$ cat src/rtl/uart_tx_arbiter.sv
// Two-requester UART transmitter (8N1, LSB first, idle high).
// Requesters A and B offer bytes with valid/ready; the winner is picked in
// IDLE, with packet-level locking (a byte with last=0 keeps the line for the
// same requester) and round-robin between packets when both compete.
//
// Handshake: a byte moves on a rising edge where x_valid=1 and x_ready=1.
// x_ready is only raised in IDLE, only for the selected requester, and at most
// once per IDLE visit, because acceptance moves the FSM to START immediately.
// The source may change x_data/x_last after that edge without affecting the
// byte in flight.
module uart_tx_arbiter #(
    parameter int DELAY_FRAMES = 234
) (
    input  logic       sys_clk,
    input  logic       sys_rst_n,
    input  logic       a_valid,
    input  logic       b_valid,
    input  logic [7:0] a_data,
    input  logic [7:0] b_data,
    input  logic       a_last,
    input  logic       b_last,
    output logic       a_ready,
    output logic       b_ready,
    output logic       uart_tx,
    output logic [1:0] grant,
    output logic       busy,
    output logic [1:0] state_dbg
);

    typedef enum logic [1:0] {
        IDLE  = 2'd0,
        START = 2'd1,
        DATA  = 2'd2,
        STOP  = 2'd3
    } state_t;

    // Bit-period length widened by one bit so counter+1 never overflows.
    localparam logic [12:0] DF_W = 13'(DELAY_FRAMES);

    state_t      state;
    logic [11:0] cnt;
    logic [2:0]  bit_idx;
    logic [7:0]  shift;
    logic        cur_b;      // owner of the byte in flight (1 = B)
    logic        lock_held;  // a packet is open
    logic        lock_b;     // owner of the open packet (1 = B)
    logic        prefer_b;   // B wins a tie between fresh packets
    logic        tx_q;

    logic        win_b;
    logic        win_valid;
    logic        in_idle;
    logic        accept;
    logic        bit_done;
    logic [7:0]  sel_data;
    logic        sel_last;

    // Pick the requester that may send in IDLE: lock owner, sole requester, or round-robin.
    always_comb begin
        win_b     = 1'b0;
        win_valid = 1'b0;
        if (lock_held) begin
            win_b     = lock_b;
            win_valid = lock_b ? b_valid : a_valid;
        end else if (a_valid && b_valid) begin
            win_b     = prefer_b;
            win_valid = 1'b1;
        end else begin
            win_b     = b_valid;
            win_valid = a_valid | b_valid;
        end
    end

    // Ready is gated by reset so both readies are low the moment reset asserts.
    assign in_idle  = (state == IDLE) && sys_rst_n;
    assign a_ready  = in_idle && win_valid && !win_b;
    assign b_ready  = in_idle && win_valid && win_b;
    assign accept   = in_idle && win_valid;
    assign sel_data = win_b ? b_data : a_data;
    assign sel_last = win_b ? b_last : a_last;
    assign bit_done = ({1'b0, cnt} + 13'd1) == DF_W;

    // Transmit FSM, arbitration bookkeeping and registered serial output.
    always_ff @(posedge sys_clk or negedge sys_rst_n) begin
        if (!sys_rst_n) begin
            state     <= IDLE;
            cnt       <= '0;
            bit_idx   <= '0;
            shift     <= '0;
            cur_b     <= 1'b0;
            lock_held <= 1'b0;
            lock_b    <= 1'b0;
            prefer_b  <= 1'b0;
            tx_q      <= 1'b1;
        end else begin
            case (state)
                IDLE: begin
                    tx_q    <= 1'b1;
                    cnt     <= '0;
                    bit_idx <= '0;
                    if (accept) begin
                        shift     <= sel_data;
                        cur_b     <= win_b;
                        // Only the first byte of a packet moves the round-robin pointer.
                        if (!lock_held) begin
                            prefer_b <= !win_b;
                        end
                        lock_held <= !sel_last;
                        lock_b    <= win_b;
                        tx_q      <= 1'b0;
                        state     <= START;
                    end
                end
                START: begin
                    if (bit_done) begin
                        cnt   <= '0;
                        tx_q  <= shift[0];
                        state <= DATA;
                    end else begin
                        cnt <= cnt + 12'd1;
                    end
                end
                DATA: begin
                    if (bit_done) begin
                        cnt <= '0;
                        if (bit_idx == 3'd7) begin
                            bit_idx <= '0;
                            tx_q    <= 1'b1;
                            state   <= STOP;
                        end else begin
                            bit_idx <= bit_idx + 3'd1;
                            shift   <= {1'b0, shift[7:1]};
                            tx_q    <= shift[1];
                        end
                    end else begin
                        cnt <= cnt + 12'd1;
                    end
                end
                STOP: begin
                    if (bit_done) begin
                        cnt   <= '0;
                        state <= IDLE;
                    end else begin
                        cnt <= cnt + 12'd1;
                    end
                end
                default: state <= IDLE;
            endcase
        end
    end

    assign uart_tx   = tx_q;
    assign busy      = (state != IDLE);
    assign state_dbg = state;
    assign grant     = (state != IDLE) ? (cur_b ? 2'b10 : 2'b01) :
                       lock_held       ? (lock_b ? 2'b10 : 2'b01) : 2'b00;

endmodule

$ cat config.mk
export PLATFORM = sky130hd
export DESIGN_NAME = uart_tx_arbiter
export DESIGN_NICKNAME = d
export VERILOG_FILES = /design/src/rtl/uart_tx_arbiter.sv
export SDC_FILE = /design/constraint.sdc
export NUM_CORES = 1
export LEC_CHECK = 0
export CAP_MARGIN = 20
export CELL_PAD_IN_SITES_DETAIL_PLACEMENT = 0
export CELL_PAD_IN_SITES_GLOBAL_PLACEMENT = 2
export CORE_MARGIN = 2
export CORE_UTILIZATION = 36
export DETAILED_ROUTE_END_ITERATION = 12
export HOLD_SLACK_MARGIN = 0.1
export PLACE_DENSITY_LB_ADDON = 0.1
export SLEW_MARGIN = 20
export SYNTH_ARGS = -nofsm -noshare
export SYNTH_HDL_FRONTEND = slang
export SYNTH_SLANG_ARGS = --single-unit
$ cat constraint.sdc
create_clock -name sys_clk -period 4.05 [get_ports sys_clk]
set_input_delay 1.0125 -clock sys_clk [delete_from_list [all_inputs] [get_ports sys_clk]]
set_output_delay 1.0125 -clock sys_clk [all_outputs]
set_load 0.02 [all_outputs]
==> flow_summary.ini <==
[min_path]
hold_path_depth = 1
hold_start = shift[7]
min_path_type = reg -> reg
hold_path_end = shift[7]

[timing]
setup_viol = 0
worst_pin_slew_ns = 0.691
relSlewSlack_pct = 53.6
hold_viol = 0
hold_slack_ns = 0.517
fin_crit_sh_pct = 96.3
period_minus_slack_ns = 3.90
fin_setup_tns_ns = 0
final_max_slew_viol_count = 0
rsz0062_at_grt = false
fin_skew_ns = 0.00436
max_freq_mhz = 256

[power_and_ir_drop]
power_density_mw_per_mm2 = 241
irDropWorstVdd_mv = 0.101
p_leak_uw = 0.000866

[setup_path]
start_kind = input port
regToRegStartpoint = cnt[0]
worstReg2RegEnd = state_dbg[1]
worst_ep_arrival_time_ns = 2.89
r2r_cells = 7
critical_path_class = in -> out
reg2reg_slack_ns = 1.33
required_ns = 3.04
cp-end-kind = output pin
cp_max_fo = 7

[synthesis]
synth-compound-area-share_pct = 15.0
synth_top_area_share_pct = 36.6
synth_fp_nets = 226
synthMuxAreaShare_pct = 11.8
synth_top_area_cell = dfrtp_1
synth_edf_count = 0
ys_seq_area_share_pct = 37.9
synth-simple-area-share_pct = 19.4
synth_area_leaders = dfrtp_1, ha_1, mux2i_1, mux2_2, nor2_1
syn_area_per_cell_um2 = 9.82
syn_inst = 195
synth_top_family_by_area = simple AND/OR/NAND/NOR gates
synthArstFlopShare_pct = 100
synth_top_flop_cell = dfrtp_1
synth-xor-area-share_pct = 5.49
synthAdderAreaFrac_pct = 5.88
ys_types = 52
syn_area_mm2 = 0.00192
synth_warnings = 0
ys_seq_elements = 29

[global_routing]
grt-ovfl-total = 0
first_global_vias = 1553
grtUsageTotal_pct = 15.8
antenna_found_initial = 0
grt_pass1_wl_mm = 7.45
grt_max_degree = 30

[clock_tree]
ctsHoldBuffers = 0
clkLatencyLatePin_ns = 0.28
htree_levels = 2
clock_path_buffers = 2
clockRootBuffer = clkbuf_8
post_cts_buffers = 0
clock_sinks = 29
clkTransAtPathRegs_ns = 0.07
cts_resized = 0
numCtsBuffers = 5
cts_tree = built

[die]
ios = 30
start_util_pct = 37.5
rows = 26
core_area_mm2 = 0.00511
die_y_um = 76.9
fp.dieW_um = 76.9
fp.dieArea_mm2 = 0.00592

[layout]
antennaDiodeCount = 0
drive_gt1_share_pct = 15.0
synthToLayoutAreaGrowth_pct = 22.9
instances_no_fill = 296
nets = 256
fillCellCount = 505

[routing]
totalWireLength_mm = 4.36
drt-vias-per-instance = 5.15
wl_per_cell_um = 14.7
first_iter_violations = 66
route.vias.total = 1525
drcViolationCount = 0
ant_nets = 0
firstDrtPassIters = 4

[flow_run]
drv_cap = 0

[placement]
io_buffers = 29
gp_congestion = 0.805
place_inst = 288
hpwl_mm = 3.24

[outcome]
status = finished clean
worst max-delay path: stages:
cell and delay (ns):
clkdlybuf4s50_1 0.44, or3b_2 0.47, o2111ai_1 0.27, nor2_1 0.13
clkdlybuf4s50_1 0.56
worst max-delay path by stage:
stage,from,endpoint,cells past startpoint
after floorplan,a_valid,a_ready,4
after global placement,a_valid,a_ready,5
after detailed placement,a_valid,a_ready,5
after CTS,a_valid,a_ready,5
after global routing,a_valid,b_ready,5
final,a_valid,a_ready,5
routing by layer:
| metal | share of wire (%) | global-route usage (%) |
|---|---|---|
| met1 | 48 | 21.2 |
| met2 | 48 | 25.4 |
| met4 | 0.55 | 5.27 |
| met3 | 3.7 | 3.29 |
| met5 | 0 | 0 |
cells in the mapped netlist (4+ instances only):
| cell | count |
|---|---|
| a21oi_1 | 13 |
| dfrtp_1 | 28 |
| ha_1 | 9 |
| inv_1 | 9 |
| mux2_2 | 8 |
| mux2i_1 | 11 |
| nand2_1 | 12 |
| nand2b_1 | 7 |
| nand3_1 | 4 |
| nor2_1 | 20 |
| o21ai_0 | 7 |
| o22ai_1 | 7 |
| xnor2_1 | 7 |
| xor2_1 | 5 |
through the flow:
step / power [µW] / utilization (%) / setup slack [ns] / instance area (µm²)
2_1_floorplan: 306 / - / 1.13 / 1920
3_3_place_gp: 335 / 44.3 / 0.199 / 2260
3_5_place_dp: 336 / 44.3 / 0.151 / 2260
4_1_cts: 578 / 46.0 / 0.141 / 2350
5_1_grt: 594 / 46.1 / 0.0248 / 2350
6_report: 567 / 46.1 / 0.150 / 2350
cells by family (layout without fill, tap and decap cells):
| family | after synthesis | in the layout |
|---|---|---|
| AND/OR/NAND/NOR | 64 | 64 |
| AO/OA/AOI/OAI | 42 | 42 |
| XOR/XNOR | 12 | 12 |
| flip-flops | 29 | 29 |
| multiplexers | 21 | 21 |
| buffers and inverters | 18 | 49 |
| adder cells (fa/ha/maj) | 9 | 9 |
layout by cell type (no fill, tap or decap), types with 7 or more instances in the layout:
master           instances
nor2_1                  20
ha_1                     9
nand2b_1                 7
xnor2_1                  7
dfrtp_1                 28
inv_1                    9
o22ai_1                  7
mux2_2                   8
nand2_1                 12
mux2i_1                 11
o21ai_0                  7
a21oi_1                 12
clkdlybuf4s50_1         29
where the power goes:
group | switching, µW | internal [µW] | leakage, µW | total [µW]
clock | 119 | 118 | 0.0000439 | 237
combinational | 14.0 | 25.9 | 0.000481 | 39.9
sequential | 0 | 290 | 0.000340 | 290
total | 133 | 434 | 0.000866 | 567
sequential cells by signal (all words and copies together) (netlist names):
signal,cells
uart_tx,1
shift,8
lock_b,1
state_dbg,2
lock_held,1
bit_idx,3
cnt,12
prefer_b,1
cell type report:
type / instances / area [µm²] / area share, %
multi-input cells: 148 / 1110 / 47.0
flip-flops and latches: 29 / 727 / 30.9
repair buffers: 32 / 313 / 13.3
well taps: 70 / 87.6 / 3.72
clock buffers: 5 / 68.8 / 2.92
inverters: 9 / 33.8 / 1.43
clock inverters: 3 / 17.5 / 0.744
(Power assumes the default switching activity.)
